<file path="src/rtl/agc_shift_ctrl_if.sv">
// Sample/control bus between the sample source, the AGC and the shift stage.
// The master drives samples and controls; the slave (AGC) returns exponent and peak.
interface agc_shift_ctrl_if;
   logic       in_valid;
   logic [7:0] in;
   logic       clear;
   logic       freeze;
   logic [2:0] shift_n;
   logic       shift_upd;
   logic [7:0] peak;

   modport master (
      output in_valid, in, clear, freeze,
      input  shift_n, shift_upd, peak
   );

   modport slave (
      input  in_valid, in, clear, freeze,
      output shift_n, shift_upd, peak
   );
endinterface

</file>
<file path="src/rtl/agc_shift_ctrl.sv">
// Windowed peak-magnitude AGC that drives the arithmetic right-shift exponent.
// Fast attack to the target exponent, one-step release per completed window.
module agc_shift_ctrl #(
   parameter int WINDOW = 16,
   parameter int LIMIT  = 15
) (
   input logic           clk,
   input logic           rst_n,
   agc_shift_ctrl_if.slave bus
);
   localparam int         CW    = (WINDOW > 1) ? $clog2(WINDOW) : 1;
   localparam logic [CW-1:0] LAST = CW'(WINDOW - 1);
   localparam logic [7:0] LIM   = 8'(LIMIT);

   logic [CW-1:0] cnt;
   logic [7:0]    cur_pk;
   logic [7:0]    mag;
   logic [7:0]    pk;
   logic [2:0]    tgt;
   logic          close;

   // -128 negates to 0x80, which reads back as 128 unsigned.
   assign mag   = bus.in[7] ? (~bus.in + 8'd1) : bus.in;
   assign pk    = (mag > cur_pk) ? mag : cur_pk;
   assign close = bus.in_valid && (cnt == LAST);

   // Smallest exponent that brings the peak within the limit; 7 is the floor.
   always_comb begin
      tgt = 3'd7;
      for (int s = 7; s >= 0; s--)
         if ((pk >> s) <= LIM) tgt = 3'(s);
   end

   always_ff @(posedge clk or negedge rst_n) begin
      if (!rst_n) begin
         cnt           <= '0;
         cur_pk        <= '0;
         bus.peak      <= '0;
         bus.shift_n   <= '0;
         bus.shift_upd <= 1'b0;
      end else begin
         bus.shift_upd <= 1'b0;
         if (bus.clear) begin
            cnt    <= '0;
            cur_pk <= '0;
         end else if (close) begin
            cnt      <= '0;
            cur_pk   <= '0;
            bus.peak <= pk;
            if (!bus.freeze) begin
               bus.shift_n   <= (tgt >= bus.shift_n) ? tgt : bus.shift_n - 3'd1;
               bus.shift_upd <= 1'b1;
            end
         end else if (bus.in_valid) begin
            cnt    <= cnt + 1'b1;
            cur_pk <= pk;
         end
      end
   end
endmodule

</file>
<file path="src/flat_wrapper.sv">
// flat-port wrapper written by rule: the top's interface ports become plain ports
module agc_shift_ctrl_flat 
#(
   parameter int WINDOW = 16,
   parameter int LIMIT  = 15
)
  (clk, rst_n, bus_in_valid, bus_in, bus_clear, bus_freeze, bus_shift_n, bus_shift_upd, bus_peak);
  agc_shift_ctrl_if bus_i ();
  input logic clk;
  input logic rst_n;
  input wire logic [$bits(bus_i.in_valid)-1:0] bus_in_valid;
  input wire logic [$bits(bus_i.in)-1:0] bus_in;
  input wire logic [$bits(bus_i.clear)-1:0] bus_clear;
  input wire logic [$bits(bus_i.freeze)-1:0] bus_freeze;
  output wire logic [$bits(bus_i.shift_n)-1:0] bus_shift_n;
  output wire logic [$bits(bus_i.shift_upd)-1:0] bus_shift_upd;
  output wire logic [$bits(bus_i.peak)-1:0] bus_peak;
  assign bus_i.in_valid = bus_in_valid;
  assign bus_i.in = bus_in;
  assign bus_i.clear = bus_clear;
  assign bus_i.freeze = bus_freeze;
  assign bus_shift_n = bus_i.shift_n;
  assign bus_shift_upd = bus_i.shift_upd;
  assign bus_peak = bus_i.peak;
  agc_shift_ctrl #(.WINDOW(WINDOW), .LIMIT(LIMIT)) u_core (.clk(clk), .rst_n(rst_n), .bus(bus_i));
endmodule
</file>
<file path="config.mk">
export PLATFORM = sky130hd
export DESIGN_NAME = agc_shift_ctrl_flat
export DESIGN_NICKNAME = d
export VERILOG_FILES = /design/src/rtl/agc_shift_ctrl_if.sv /design/src/rtl/agc_shift_ctrl.sv /design/src/flat_wrapper.sv
export SDC_FILE = /design/constraint.sdc
export NUM_CORES = 1
export LEC_CHECK = 0
export CAP_MARGIN = 20
export CORE_ASPECT_RATIO = 1.5
export CORE_MARGIN = 10
export CORE_UTILIZATION = 53
export DETAILED_ROUTE_END_ITERATION = 16
export GPL_TIMING_DRIVEN = 0
export PLACE_DENSITY = 0.86
export SETUP_SLACK_MARGIN = 0.3
export SYNTH_ARGS = -nofsm -noshare
export SYNTH_HDL_FRONTEND = slang
export SYNTH_SLANG_ARGS = --single-unit
</file>
<file path="constraint.sdc">
create_clock -name clk -period 3.8 [get_ports clk]
set_clock_uncertainty 0.1 [all_clocks]
set_input_delay 0.38 -clock clk [delete_from_list [all_inputs] [get_ports clk]]
set_output_delay 0.38 -clock clk [all_outputs]
set_load 0.01 [all_outputs]
</file>
After elaboration in Yosys (flattened, before gate mapping) --
Index checks and enable logic that the tools add are counted.
Word-level totals: output and inout bits 12, word-level logic and storage cells 44, register bits 24, input port bits 13
Cells by class: multiplexer cells 19, $lt $le $gt $ge 9, reductions and logical operators 4, add/sub/neg operators 3, bitwise gates (word level) 3, equality and inequality tests 1
Operators with widths (number):
- $mux W8 | 5
- $mux W3 | 7
- $mux W4 | 3
- $add A8 B1 Y8 const B | 1
- $gt A8 B8 Y1 | 1
- $le A8 B4 Y1 const B | 1
- $not A8 Y8 | 1
- $le A7 B4 Y1 const B | 1
- $le A6 B4 Y1 const B | 1
- $le A5 B4 Y1 const B | 1
- $add A4 B1 Y4 const B | 1
- $eq A4 B4 Y1 const B | 1
- $le A2 B4 Y1 const B | 1
- $le A3 B4 Y1 const B | 1
- $le A4 B4 Y1 const B | 1
- $mux W1 | 4
- $ge A3 B3 Y1 | 1
- $reduce_and A3 Y1 | 1
- $reduce_bool A3 Y1 | 1
- $sub A3 B1 Y3 const B | 1
- $not A1 Y1 | 2
- $reduce_and A2 Y1 | 1
- $logic_and A1 B1 Y1 | 1

Longest topological paths before layout --
Gate-level depths: netlist of the first run.
depth after elaboration 15, depth in mapped cells 19, depth with buffers taken out 18

Least setup slack after synthesis of the first run --
Ideal clock, no wire load.
kind input port to flip-flop, start input bus_in[7], end register u_core.bus.shift_n[2], buffers on the path 3, arrival time 3.452 ns, path slack 0.161 ns, stages 17, required time 3.613 ns, path through clkbuf_1 inv_1 nor4_1 ha_1 nand4_1 nor2_1 a211o_1 and2_1 clkbuf_1 buf_4 mux2i_1 ha_1 o21ai_0 a21oi_1 o21a_1 nor2_1 a211oi_2
On the way: cells in the longest elaborated chain, start to end 15, elaborated cells between the ends (all ways) 21, classes of those cells add/sub (1); order compare (9); mux (10); bitwise (1)
RTL lines:
- start, declared | line flat_wrapper.sv:12 | input wire logic [$bits(bus_i.in)-1:0] bus_in;
- $not A8 Y8 | line agc_shift_ctrl.sv:23 | assign mag = bus.in[7] ? (~bus.in + 8'd1) : bus.in;
- $add A8 B1 Y8 | line agc_shift_ctrl.sv:23
- $mux W8 (*) | line agc_shift_ctrl.sv:23
- $gt A8 B8 Y1 | line agc_shift_ctrl.sv:24 | assign pk = (mag > cur_pk) ? mag : cur_pk;
- $mux W8 (*) | line agc_shift_ctrl.sv:24
- $le A2 B4 Y1 | line agc_shift_ctrl.sv:31 | if ((pk >> s) <= LIM) tgt = 3'(s);
- $mux W1 | line agc_shift_ctrl.sv:31
- $mux W3 (5 in series) | line agc_shift_ctrl.sv:31
- $mux W3 (*) | line agc_shift_ctrl.sv:31
- $ge A3 B3 Y1 | line agc_shift_ctrl.sv:51 | bus.shift_n <= (tgt >= bus.shift_n) ? tgt : bus.shift_n - 3'd1;
- $mux W3 (*) | line agc_shift_ctrl.sv:51
- end signal, assigned | line agc_shift_ctrl.sv:51
- end, declared | line agc_shift_ctrl_if.sv:19 | output shift_n, shift_upd, peak
Mark *: on every way between the ends. The rest lies on a longest branch, timed or not. A chain may end at the register's enable or synchronous reset.

Final worst setup path of the first run --
start input bus_in[1], end register u_core.bus.shift_n[2]
The elaborated chain is that of the path after synthesis.

==> impl_metrics.ini, run 1 <==
[grt]
grt_max_degree = 25
grt_antenna_before_repair = 0
grt_pass1_vias = 1713
grt_usage_pct = 18.6
grt_remaining_overflow = 0
grt_pass1_wl_mm = 8.39

[synthesis]
syn_nets = 209
async_flop_share_pct = 100
synth_warnings = 0
synth_xor_xnor_area_share_pct = 4.30
syn_area_um2 = 1630
synth_edf_count = 0
synth_top_family_by_area = compound AO/OA/AOI/OAI gates
synthMuxAreaShare_pct = 7.52
synth_simple_gate_area_share_pct = 16.7
syn_avg_cell_area_um2 = 8.96
synth_compound_gate_area_share_pct = 17.2
ys_ff_latch = 24
synthesis.instances = 182
ys.flop_type = dfrtp_1
synth_seq_area_share_pct = 36.8
synth_fa_ha_area_share_pct = 10.7
post_synth_num_cell_types = 41

[clock_network]
clockBufferDepth = 2
path_clk_slew_ps = 90
numCtsBuffers = 3
clk_latency_ps = 270
htree_levels = 1
cts_tree = yes
cts_sinks = 24
cts_root_buf = clkbuf_8

[finish]
nets = 262
stdcell_count = 273
drive_above_1_share_pct = 33.8
synthToLayoutAreaGrowth_pct = 50.2
layout_common_cells = buf_4, dfrtp_1, nand2_1
n_antenna_cell = 0

[die]
core_um2 = 2940
core.rowCount = 24
start_util_pct = 55.4
fp.dieW_um = 65.3
io_pins = 25
fp.dieH_um = 87.9
die_area_um2 = 5740

[setup_path]
arrival_ps = 3610
end_kind = flop
setup.worst_path.start_class = input pin
regToRegSetupSlack_ps = 520
worstSetupPathType = input pin to flop
cp.required_ps = 3880
crit_path_max_fanout = 7

[place]
portBuffers = 22
dpl.cell_count = 243
place.gp.congestion = 0.937
pre_cts_ws_ps = -761
dp_hpwl_mm = 3.07

[pwr]
p_leak_nw = 1.08
power.total_mw = 0.844
irDropWorstVdd_uv = 360
power.density_nw_per_um2 = 345

[min_path]
hp-class = input pin to asynchronous set/reset pin

[detailed_routing]
ant_nets = 0
drc = 0
routed_via_density = 6.10
drtPass1Iterations = 4
wl_per_cell_um = 21.7
vias = 1665
routed_wirelength_mm = 5.93
drt_iter0_drc = 108

[timing]
finalSetupViolCount = 0
setup_slack_ps = 273
min_period_ps = 3530
fmax_mhz = 284
drv_slew = 0
finalHoldViolations = 0
rsz0062_at_grt = true
max_slew_margin_pct = 51.2
worst_pin_slew_ps = 731
timing.final.crit_share_pct = 92.8

[outcome]
status = finished, final reports clean

[flow_run]
maxCapViolations = 0
[where the power goes]
group	leakage, nW	switching (mW)	internal, mW	total (mW)
registers	0.331	0.0115	0.265	0.277
logic	0.714	0.171	0.170	0.341
clock network	0.0357	0.0861	0.141	0.227
total	1.08	0.269	0.576	0.844
[cell usage after synthesis (all sizes together), types with 2 or more instances]
cell     n  area (um^2)
dfrtp   24          601
a21oi   10         50.1
and2     2         12.5
a31oi    2         12.5
clkbuf   4         15.0
nand3b   2         15.0
nand2b   3         18.8
o21ai   17         85.1
nor3     5         25.0
a22o     8         70.1
nor2    11         43.8
inv     16         62.6
mux2     2         22.5
nand4    2         12.5
xor2     3         26.3
nand3    2         10.0
or3      2         12.5
xnor2    5         43.8
ha      14          175
mux2i   10          100
buf      4         31.3
nand2   21         81.3
[flip-flops by register name, indices dropped and copies added (netlist names)]
signal / flops
u_core.bus.peak: 8
u_core.cur_pk: 8
u_core.cnt: 4
u_core.bus.shift_n: 3
u_core.bus.shift_upd: 1
[critical path: stages]
cell and delay (ps):
buf_6 110, inv_4 60, ha_4 140, nand2b_4 70, buf_4 140, o21ai_2 180
xnor2_2 180, ha_1 280, nand4_1 170, nor2_1 70, a211o_1 250, and2_4 150
buf_8 130, buf_12 120, mux2i_4 180, ha_4 310, o21ai_4 60, a21oi_4 210
o21a_1 160, nor2_2 50, a211oi_2 200
[cells by family after synthesis]
group | count (synthesis)
xor+xnor | 8
compound gates | 44
mux | 12
buf+inv | 24
simple gates | 56
fa+ha+maj | 14
flops | 24
[through the flow]
step | hold WS, ps | TNS (ps) | util [%] | area, um^2
finish | 213 | 0 | 83.2 | 2450
detailed placement | 371 | -2180 | 65.2 | 1920
CTS | 293 | 0 | 77.8 | 2290
global placement | 362 | -1630 | 65.2 | 1920
global route | 217 | 0 | 83.2 | 2450
floorplan | -15.6 | 0 | - | 1650
[per-layer routing]
| metal | global-route usage, % | routed length [um] | vias up |
|---|---|---|---|
| li1 | - | - | 740 |
| met1 | 17.3 | 1990 | 800 |
| met2 | 36.5 | 3180 | 85 |
| met3 | 2.94 | 337 | 40 |
| met4 | 10.5 | 425 | 0 |
| met5 | 0 | 0 | - |
[what timing repair did]
action / CTS / global route
buffers inserted: 17 / 7
gates resized for setup: 61 / 29
cloned: 1 / 0
hold buffers: 0 / 0
pin swaps: 25 / 21
endpoints found under the setup margin: 8 / 3
[final cells by class]
type / instances / area (um^2)
tap: 39 / 48.8
fill: 155 / 494
inverter: 16 / 77.6
sequential: 24 / 601
timing repair buffer: 48 / 417
clock buffer: 3 / 41.3
buffer: 8 / 81.3
multi-input combinational: 134 / 1150
clock inverter: 1 / 30.0
[path summary, 6_finish.rpt]
check                                   startpoint  cells after the start                     to
worst max-delay path                     bus_in[1]                     21  u_core.bus.shift_n[2]
worst min-delay path                         rst_n                      1     u_core.bus.peak[5]
worst max register to register    u_core.cur_pk[7]                     14  u_core.bus.shift_n[2]
worst min register to register  u_core.bus.peak[1]                      2     u_core.bus.peak[1]
max in group asynchronous                    rst_n                      2     u_core.bus.peak[2]
min in group clk                         bus_in[0]                      2       u_core.cur_pk[0]
No activity file was read; power rests on OpenSTA's default activity.
==> inputs of run 2 (changes only) <==
--- a/config.mk
+++ b/config.mk
@@ -8,10 +8,10 @@
 export CAP_MARGIN = 20
 export CORE_ASPECT_RATIO = 1.5
 export CORE_MARGIN = 10
-export CORE_UTILIZATION = 53
+export CORE_UTILIZATION = 35
 export DETAILED_ROUTE_END_ITERATION = 16
 export GPL_TIMING_DRIVEN = 0
-export PLACE_DENSITY = 0.86
+export PLACE_DENSITY = 0.63
 export SETUP_SLACK_MARGIN = 0.3
 export SYNTH_ARGS = -nofsm -noshare
 export SYNTH_HDL_FRONTEND = slang
==> run 2 against run 1 <==
Global-route usage down 8.8 points; register-to-register slack better by 310 ps; setup slack better by 190 ps; final area down 3.7%; total power down 7.8%; count of clock-buffer cells in the layout unchanged; highest routed layer unchanged; combinational power down 18%; first-iteration DRC count down 77%; maximum frequency up 5.8%; critical path type unchanged; sequential cell count unchanged; via count down 15%; largest power group unchanged.
==> impl_metrics.ini, run 2 (same netlist as run 1, synthesis figures left out) <==
[outcome]
status = finished, final reports clean

[die]
fp.dieW_um = 75.7
core_um2 = 4500
die_area_um2 = 7840
fp.dieH_um = 104
start_util_pct = 36.2
core.rowCount = 30
io_pins = 25

[place]
portBuffers = 22
placed_area_um2 = 1930
place.gp.congestion = 0.756
dp_hpwl_mm = 2.57

[setup_path]
worstSetupPathType = input pin to flop
arrival_ps = 3420
slowest_stage = ha_1
r2r-start = u_core.cur_pk[7]
end_kind = flop
crit_buf_inv = 4
cp.required_ps = 3890
crit_start = bus_in[4]
crit_family = compound AO/OA/AOI/OAI gates
crit_path_max_fanout = 7
setup.worst_path.start_class = input pin
slowest_delay_ps = 350
path_cells = clkdlybuf4s15_1, nor2_2, nand2_2, nand2_2, xnor2_2, ha_1, nand4_1, a211o_1, and2_4, clkbuf_8, buf_8, mux2i_1, ha_1, o21ai_4, a21oi_4, buf_6, nor3_2, a211oi_2

[detailed_routing]
routed_wirelength_mm = 3.67
wl_per_cell_um = 13.3
ant_nets = 0
routed_via_density = 5.11
drt_iter0_drc = 25
vias = 1409
drtPass1Iterations = 4
drc = 0

[clock_network]
cts_root_buf = clkbuf_8
clockBufferDepth = 2
cts_sinks = 24
path_clk_slew_ps = 90
numCtsBuffers = 3
clk_latency_ps = 260
cts_tree = yes
htree_levels = 1
cts_hold_buf = 0

[timing]
finalHoldViolations = 0
rsz0062_at_grt = false
finalSetupViolCount = 0
min_period_ps = 3330
max_slew_margin_pct = 54.1
timing.final.crit_share_pct = 87.8
worst_pin_slew_ps = 688
fmax_mhz = 300
drv_slew = 0
setup_tns_ps = 0

[min_path]
hp-class = input pin to flop
min_from = bus_in[0]

[finish]
reg_top3 = u_core.bus.peak: 8 flops, u_core.cur_pk: 8 flops, u_core.cnt: 4 flops
layout_common_cells = dfrtp_1, buf_4, nand2_1
n_antenna_cell = 0
fin_util_pct = 52.3
final_area_um2 = 2360
nFillCells = 421
drive_above_1_share_pct = 29.4
synthToLayoutAreaGrowth_pct = 44.6
nets = 256
final_common_cell = dfrtp_1

[pwr]
intPower_mw = 0.553
switching_share_pct = 29.0
seqPwrFrac_pct = 35.3
power.density_nw_per_um2 = 330
power.share.combinational_pct = 36.1
power.net_switching_mw = 0.226
irDropWorstVdd_uv = 143
p_leak_nw = 1.05
clockPowerShare_pct = 28.6

[grt]
grt_pass1_wl_mm = 6.29
grt_pass1_vias = 1448
grt_max_degree = 25
grt_remaining_overflow = 0
grt_antenna_before_repair = 0
grt_usage_pct = 9.77

[flow_run]
maxCapViolations = 0
[run 2: cell count changes in the layout (fill, tap and decap cells not counted), sizes merged]
| cell | delta |
|---|---|
| clkbuf | +2 |
| dlymetal6s2s | +1 |
| clkdlybuf4s15 | +1 |
| clkinv | -1 |
| dlygate4sd2 | -1 |
| inv | +1 |
| buf | -9 |
[run 2: final timing paths]
path	endpoint	slack (ps)	cells after the start
min in group asynchronous	u_core.cur_pk[0]	320	1
setup / recovery	u_core.bus.shift_n[2]	470	18
max in group asynchronous	u_core.bus.peak[0]	2850	2
setup reg to reg	u_core.bus.shift_n[2]	830	14
hold / removal	u_core.cur_pk[0]	290	2
hold reg to reg	u_core.bus.peak[2]	380	2
[run 2: layer usage]
metal	vias to the layer above	share of wire, %	track usage, %
met5	-	0	0
met4	0	2.5	5.47
met3	6	1.1	0.764
met2	26	52	16.8
met1	648	45	11.1
li1	729	-	-
[run 2: stage by stage]
stage                     power [mW]  worst slack, ps  hold slack [ps]  std cells
after floorplan                0.416              342            -15.6        182
after global placement         0.464             -696              361        252
after global routing           0.823              294              308        276
after detailed placement       0.467             -669              369        252
after CTS                      0.753              286              270        271
final                          0.779              465              291        276
[run 2: final cells by class]
cell class / count / area (um^2) / share of cell area [%]
inverters: 16 / 67.6 / 2.87
plain buffers: 8 / 73.8 / 3.13
clock inverters: 1 / 30.0 / 1.27
well taps: 48 / 60.1 / 2.55
multi-input cells: 134 / 1100 / 46.8
repair buffers: 42 / 380 / 16.1
flip-flops and latches: 24 / 601 / 25.5
clock buffers: 3 / 41.3 / 1.75
[run 2: repair_timing]
action | 4_1_cts | 5_1_grt
endpoints found under the setup margin | 3 | 3
buffers inserted | 14 | 4
pin swaps | 18 | 16
cloned | 1 | 0
resized for setup | 50 | 18
[run 2: worst reg2reg max path, stage by stage (launching register included)]
cell	delay (ps)
dfrtp_1	410
inv_1	90
ha_1	320
nand4_1	150
a211o_1	320
and2_4	140
clkbuf_8	150
buf_8	120
mux2i_1	130
ha_1	350
o21ai_4	70
a21oi_4	210
buf_6	130
nor3_2	40
a211oi_2	170
[run 2: power by group through the flow]
stage	clock [mW]	combinational (mW)	sequential [mW]
floorplan	0	0.138	0.277
global placement	0	0.185	0.279
detailed placement	0	0.188	0.279
CTS	0.226	0.252	0.274
global route	0.236	0.311	0.276
finish	0.223	0.281	0.275
==> inputs of run 3 (changes only) <==
--- a/config.mk
+++ b/config.mk
@@ -13,6 +13,7 @@
 export GPL_TIMING_DRIVEN = 0
 export PLACE_DENSITY = 0.63
 export SETUP_SLACK_MARGIN = 0.3
+export SLEW_MARGIN = 5
 export SYNTH_ARGS = -nofsm -noshare
 export SYNTH_HDL_FRONTEND = slang
 export SYNTH_SLANG_ARGS = --single-unit
==> results of run 3 <==
Final layout, timing and power as in run 2 (identical DEF).
